===== config.mk =====
export PLATFORM = sky130hd
export DESIGN_NAME = div_share_arbiter
export DESIGN_NICKNAME = d
export VERILOG_FILES = /design/src/rtl/div_share_arbiter.sv
export SDC_FILE = /design/constraint.sdc
export NUM_CORES = 1
export LEC_CHECK = 0
export ABC_AREA = 1
export BUFFER_PORTS_ARGS = -buffer_cell sky130_fd_sc_hd__buf_2
export CAP_MARGIN = 20
export CORE_MARGIN = 3
export CORE_UTILIZATION = 46
export CTS_CLUSTER_SIZE = 8
export DETAILED_ROUTE_END_ITERATION = 8
export PLACE_DENSITY = 0.78
export SLEW_MARGIN = 20
export SYNTH_ARGS = -nofsm -noshare
export SYNTH_HDL_FRONTEND = slang
export SYNTH_SLANG_ARGS = --single-unit

===== constraint.sdc =====
create_clock -name clk -period 2.9 [get_ports clk]
set_input_delay 0.435 -clock clk [delete_from_list [all_inputs] [get_ports clk]]
set_output_delay 0.435 -clock clk [all_outputs]
set_load 0.01 [all_outputs]

===== src/rtl/div_share_arbiter.sv =====
// Round-robin arbiter that shares one fixed-point divider among NUM_REQ requesters.
// Divide-by-zero requests are answered locally without touching the core.
module div_share_arbiter #(
  parameter int unsigned NUM_REQ = 4,
  parameter int unsigned ID_W    = 2
) (
  input  logic                  clk,
  input  logic                  rst,
  input  logic [NUM_REQ-1:0]    req_valid,
  output logic [NUM_REQ-1:0]    req_ready,
  input  logic [NUM_REQ*10-1:0] req_dividend,
  input  logic [NUM_REQ*3-1:0]  req_divisor,
  output logic                  core_in_valid,
  output logic [9:0]            core_in_data_1,
  output logic [2:0]            core_in_data_2,
  input  logic                  core_out_valid,
  input  logic [19:0]           core_out_data,
  output logic                  rsp_valid,
  input  logic                  rsp_ready,
  output logic [ID_W-1:0]       rsp_id,
  output logic [19:0]           rsp_data,
  output logic                  rsp_dz
);

  typedef enum logic [2:0] {StIdle, StIssue, StWait, StDrain, StResp} state_e;

  state_e          state_q, state_d;
  logic [ID_W-1:0] rr_ptr_q, rr_ptr_d;
  logic [ID_W-1:0] grant_q, grant_d;
  logic [9:0]      op_a_q, op_a_d;
  logic [2:0]      op_b_q, op_b_d;
  logic [19:0]     data_q, data_d;
  logic            dz_q, dz_d;
  logic            in_valid_q, in_valid_d;
  logic            rsp_valid_q, rsp_valid_d;

  logic            win_found;
  logic [ID_W-1:0] win_id;
  logic [9:0]      sel_a;
  logic [2:0]      sel_b;

  // Search above rr_ptr first, then wrap around to 0..rr_ptr.
  always_comb begin
    win_found = 1'b0;
    win_id    = '0;
    for (int i = 0; i < NUM_REQ; i++) begin
      if (!win_found && req_valid[i] && (i > int'(rr_ptr_q))) begin
        win_found = 1'b1;
        win_id    = ID_W'(i);
      end
    end
    for (int i = 0; i < NUM_REQ; i++) begin
      if (!win_found && req_valid[i] && (i <= int'(rr_ptr_q))) begin
        win_found = 1'b1;
        win_id    = ID_W'(i);
      end
    end
  end

  always_comb begin
    sel_a     = '0;
    sel_b     = '0;
    req_ready = '0;
    for (int i = 0; i < NUM_REQ; i++) begin
      if (win_id == ID_W'(i)) begin
        sel_a = req_dividend[i*10 +: 10];
        sel_b = req_divisor[i*3 +: 3];
      end
      req_ready[i] = (state_q == StIdle) && win_found && (win_id == ID_W'(i));
    end
  end

  always_comb begin
    state_d  = state_q;
    rr_ptr_d = rr_ptr_q;
    grant_d  = grant_q;
    op_a_d   = op_a_q;
    op_b_d   = op_b_q;
    data_d   = data_q;
    dz_d     = dz_q;
    unique case (state_q)
      StIdle: begin
        if (win_found) begin
          grant_d = win_id;
          op_a_d  = sel_a;
          op_b_d  = sel_b;
          if (sel_b == 3'd0) begin
            data_d  = 20'hFFFFF;
            dz_d    = 1'b1;
            state_d = StResp;
          end else begin
            dz_d    = 1'b0;
            state_d = StIssue;
          end
        end
      end
      StIssue: state_d = StWait;
      StWait: begin
        if (core_out_valid) begin
          data_d  = core_out_data;
          dz_d    = 1'b0;
          state_d = StDrain;
        end
      end
      // The core holds out_valid for several cycles; reissuing before it drops is illegal.
      StDrain: begin
        if (!core_out_valid) state_d = StResp;
      end
      StResp: begin
        if (rsp_ready) begin
          rr_ptr_d = grant_q;
          state_d  = StIdle;
        end
      end
      default: state_d = StIdle;
    endcase
    in_valid_d  = (state_d == StIssue);
    rsp_valid_d = (state_d == StResp);
  end

  always_ff @(posedge clk or posedge rst) begin
    if (rst) begin
      state_q     <= StIdle;
      rr_ptr_q    <= ID_W'(NUM_REQ - 1);
      grant_q     <= '0;
      op_a_q      <= '0;
      op_b_q      <= '0;
      data_q      <= '0;
      dz_q        <= 1'b0;
      in_valid_q  <= 1'b0;
      rsp_valid_q <= 1'b0;
    end else begin
      state_q     <= state_d;
      rr_ptr_q    <= rr_ptr_d;
      grant_q     <= grant_d;
      op_a_q      <= op_a_d;
      op_b_q      <= op_b_d;
      data_q      <= data_d;
      dz_q        <= dz_d;
      in_valid_q  <= in_valid_d;
      rsp_valid_q <= rsp_valid_d;
    end
  end

  assign core_in_valid  = in_valid_q;
  assign core_in_data_1 = op_a_q;
  assign core_in_data_2 = op_b_q;
  assign rsp_valid      = rsp_valid_q;
  assign rsp_id         = grant_q;
  assign rsp_data       = data_q;
  assign rsp_dz         = dz_q;

endmodule


# Word-level counts from Yosys, hierarchy flattened
# Index checks and enable logic that the tools add are counted.
# totals
input_bits,80
wordCells,94
out_inout_bits,42
regBits,43
# op_classes
magnitude_cmp,6
n_mux,36
reduce_logical,31
n_eq_ne,12
# op_table
cell,n
$mux 20,3
$mux 10,4
$pmux 20 s2,1
$mux 3,9
$logic_and 1x1->1,17
$pmux 3 s5,1
$mux 2,6
$mux 1,11
$eq 3x1->1 const B,2
$eq 3x2->1 const B,2
$eq 3x3->1 const B,2
$logic_not 1->1,6
$logic_not 3->1,2
$eq 2x2->1 const B,2
$gt 2x2->1 const A,2
$le 2x2->1 const A,2
$ne 2x2->1 const B,2
$reduce_and 2->1,2
$reduce_and 4->1,1
$reduce_and 3->1,1
$eq 2x1->1 const B,1
$gt 1x2->1 const A,1
$le 1x2->1 const A,1
$logic_not 2->1,1
other kinds (3),3

# Logic depth before layout (Yosys ltp)
# logic_depth
word_depth,36
ltp_mapped,16
depth_no_buf,15

# Worst setup path before layout
# No wires, ideal clock.
# synth_timing
path_kind,reg-to-reg
start,register rr_ptr_q[1]
end,"register data_q[16], in the netlist rsp_data[16]"
t_arrival_ns,1.935
period_less_slack_ns,2.052
t_required_ns,2.783
path_buffers,1
slack_ns,0.848
stages_incl_launch_ff,16
setup_ns,0.117
path_cell_list,dfstp_2 inv_1 nand2_2 nand4_4 nor2_2 nand2_2 nand2_2 nand2_2 or2_1 nand2_2 nand3_4 nand2_2 nand2_2 buf_6 nand2_1 nand2_1
# synth_via
elab_chain_len,34
word_cells_on_any_way,50
classes_between,order compare (6); eq/ne (5); mux (18); reduce/logical (21)
# synth_lines
item,line_no,text
from (decl),28,"logic [ID_W-1:0] rr_ptr_q, rr_ptr_d;"
from (signal assigned),124,rr_ptr_q <= ID_W'(NUM_REQ - 1);
from (signal assigned),134,rr_ptr_q <= rr_ptr_d;
$gt 1x2->1,47,if (!win_found && req_valid[i] && (i > int'(rr_ptr_q))) begin
$logic_and 1x1->1,47,
$mux 1,47,
$logic_not 1->1,47,
$logic_and 1x1->1 (2 in a row),47,
$mux 1,47,
$logic_not 1->1,47,
$logic_and 1x1->1 (2 in a row),47,
[... 12 more ...],--,
$logic_not 1->1,53,if (!win_found && req_valid[i] && (i <= int'(rr_ptr_q))) begin
$logic_and 1x1->1 (2 in a row),53,
$mux 2,53,
$logic_not 2->1,65,if (win_id == ID_W'(i)) begin
$mux 3 (4 in a row),65,
$logic_not 3->1,87,if (sel_b == 3'd0) begin
$ne 2x1->1 (no source line),--,
$reduce_and 4->1 (no source line) (*),--,
to (signal assigned),138,data_q <= data_d;
to (decl),32,"logic [19:0] data_q, data_d;"
# Mark *: on every way between the ends. The rest lies on a longest branch, timed or not.
# A chain may end at the register's enable or synchronous reset.

# Final worst setup path
# layout_timing
start,register rr_ptr_q[1]
end,output req_ready[0]
# layout_via
elab_chain_len,28
word_cells_on_any_way,41
classes_between,order compare (6); mux (14); reduce/logical (21)
# layout_lines
item,line_no,text
$gt 1x2->1,47,
$logic_and 1x1->1,47,
$mux 1,47,
$logic_not 1->1,47,
$logic_and 1x1->1 (2 in a row),47,
$mux 1,47,
$logic_not 1->1,47,
$logic_and 1x1->1 (2 in a row),47,
[... 8 more ...],--,
$logic_not 1->1,53,
$logic_and 1x1->1 (2 in a row),53,
$mux 1,53,
$logic_not 1->1,53,
$logic_and 1x1->1 (2 in a row),53,
$mux 2 / $mux 1 (equally long branches),53,
$logic_not 2->1 / $logic_and 1x1->1 (equally long branches),69,req_ready[i] = (state_q == StIdle) && win_found && (win_id == ID_W'(i));
$logic_and 1x1->1 (*),69,
to (decl),10,"output logic [NUM_REQ-1:0] req_ready,"
# Marked as above.

==> impl_metrics.tcl <==
set metrics [dict create \
    grt_overflow_total 0 \
    drtPass1Iterations 4 \
    root_buffer "clkbuf_8" \
    cts_setup_buffers 0 \
    nNetsFinal 536 \
    ant_nets 0 \
    place_ws_ps 410 \
    reg2reg_slack_ps 420 \
    yosysWarnings 0 \
    io_pins 122 \
    finClkSkew_ps 7.98 \
    max-cap-violations 0 \
    vias 2525 \
    grt_usage 0.204 \
    antenna_found_initial 0 \
    dp_hpwl_mm 4.83 \
    hold_viol 0 \
    fillCellCount 482 \
    path_clk_slew_ps 90 \
    synthesis.area_mm2 0.00242 \
    dp.cells 516 \
    vdd_drop_max_mv 0.512 \
    avgSynthCellArea_um2 7.13 \
    cp-start-kind "register" \
    crit_fanout 12 \
    routedWlPerCell_um 11.8 \
    worst_slew_pin_slew_ps 887 \
    utilization 0.642 \
    synthArstFlopShare 1.00 \
    synthesis.nets 419 \
    area_growth_syn_to_layout_pct 30.3 \
    cp_data_arrival_time_ps 2070 \
    stdcell_area_mm2 0.00315 \
    synth_cell_types 25 \
    yosysMostFrequentCell "nand2_1" \
    cts_num_sinks 43 \
    insertion_delay_ps 290 \
    cts_max_path_buffers 2 \
    htree_levels 2 \
    grt_pass1_vias 2330 \
    max_freq_mhz 399 \
    synth_top_area_frac 0.424 \
    stdcell_count 524 \
    synth_commonest_cells "nand2_1 (106), dfrtp_1 (41), inv_1 (40)" \
    fin_ws_ps 397 \
    outcome "finished clean" \
    dieArea_mm2 0.00616 \
    crit_required_ps 2470 \
    rsz0062_at_grt "false" \
    cts_tree "yes" \
    grt_start_max_net_pins 44 \
    final.period_utilization 0.863 \
    syn_inst 339 \
    num_rows 25 \
    synth_ff_type "dfrtp_1" \
    multiInputGateArea_mm2 0.00111 \
    fp.dieH_um 78.5 \
    synth-seq-cells 43 \
    first_iter_violations 101 \
    end_kind "output pin" \
    regArea_mm2 0.00108 \
    dpl_cell_area_mm2 0.00306 \
    cts_buffers 5 \
    viasPerCell 4.82 \
    routabilityCongestion 0.892 \
    layout-drive-gt1-share 0.339 \
    n_antenna_cell 0 \
    synth_top_area_cell "dfrtp_1" \
    port_buffers 121 \
    die_w_um 78.5 \
    fp.coreArea_mm2 0.00491 \
    power_leakage_nw 1.74 \
    drc 0 \
    drt-total-wl_mm 6.21 \
    relSlewSlack 0.409 \
    finalSetupViolCount 0 \
    grt_pass1_wl_mm 10.2 \
    hp-class "in2async" \
    maxSlewViolCount 0 \
    cts_hold_buf 0 \
    p_per_area_mw_per_mm2 1080 \
    fin_crit_ps 2500 \
    synth_edf_count 0 \
    synthTopCellsByArea "dfrtp_1 (42%), nand2_1 (16%), inv_1 (6.2%)" \
    tns_ps 0 \
    seq_area_frac_synth 0.446 \
    start_util 0.492 \
    ctsResizeCount 0 \
    worst-setup-path-type "reg2out" \
]
kinds of logic after synthesis:
| kind of cell | after synthesis | synth area share |
|---|---|---|
| compound gates | 49 | 0.112 |
| buf+inv | 56 | 0.0963 |
| flops | 43 | 0.446 |
| simple gates | 191 | 0.346 |
cell type report:
type	instances	area share
Timing Repair Buffer	125	0.202
Inverter	41	0.0488
Clock buffer	5	0.0218
Sequential cell	43	0.342
Clock inverter	3	0.00635
Tap cell	67	0.0266
Multi-Input combinational cell	240	0.352
power by group:
| group | internal, mW | switching [mW] |
|---|---|---|
| logic | 0.692 | 1.25 |
| clock network | 0.168 | 0.209 |
| registers | 0.925 | 0.167 |
sequential cells by signal, summed over array words and instances (netlist names):
name,cells
rsp_data,20
core_in_data_1,10
core_in_data_2,3
state_q,3
rr_ptr_q,2
rsp_id,2
core_in_valid,1
rsp_dz,1
rsp_valid,1
worst paths after layout:
kind                             startpoint           endpoint  cells past startpoint
setup / recovery                rr_ptr_q[1]       req_ready[0]                      9
hold / removal                          rst        rsp_data[3]                      2
setup reg to reg                rr_ptr_q[1]       rsp_data[15]                     14
hold reg to reg                rsp_data[10]       rsp_data[10]                      2
max in group asynchronous               rst  core_in_data_1[0]                      2
min in group clk           req_dividend[36]  core_in_data_1[6]                      3
cell usage in the layout (no fill, tap or decap):
cell type	instances
a21oi_1	4
clkinvlp_4	2
nor2_2	4
o31ai_1	1
or2_1	1
inv_1	39
clkbuf_8	5
nand4_4	1
nand3_4	1
nand2_1	106
clkinv_1	1
dfstp_2	2
o22ai_1	1
buf_2	121
nand2_2	9
o21ai_2	2
buf_4	4
a31oi_1	11
o21ai_0	29
clkinv_2	1
nor3_2	1
inv_2	1
nand4_1	4
a21oi_2	1
nor3_1	3
nand3_1	26
dfrtp_1	41
nor2_1	35
critical path, stage by stage, from the launching register on:
cell and delay (ps):
dfstp_2 550, nand2_1 100, nand2_2 110, nand4_4 110, nor2_2 140, nand2_1 60
nand2_1 290, buf_4 230, nor3_1 60, buf_2 130
through the flow:
step / power [mW] / hold slack (ps)
2_1_floorplan: 2.47 / 467
3_3_place_gp: 3.01 / 450
3_5_place_dp: 3.06 / 456
4_1_cts: 3.44 / 350
5_1_grt: 3.77 / 386
6_report: 3.41 / 310
metal layers:
| layer | up-vias | track usage | part of all wire |
|---|---|---|---|
| met5 | - | 0 | 0 |
| met4 | 0 | 0.0612 | 0.0089 |
| met3 | 5 | 0.0367 | 0.078 |
| met2 | 108 | 0.338 | 0.48 |
| met1 | 1110 | 0.272 | 0.43 |
| li1 | 1302 | - | - |
(Power assumes the default switching activity.)
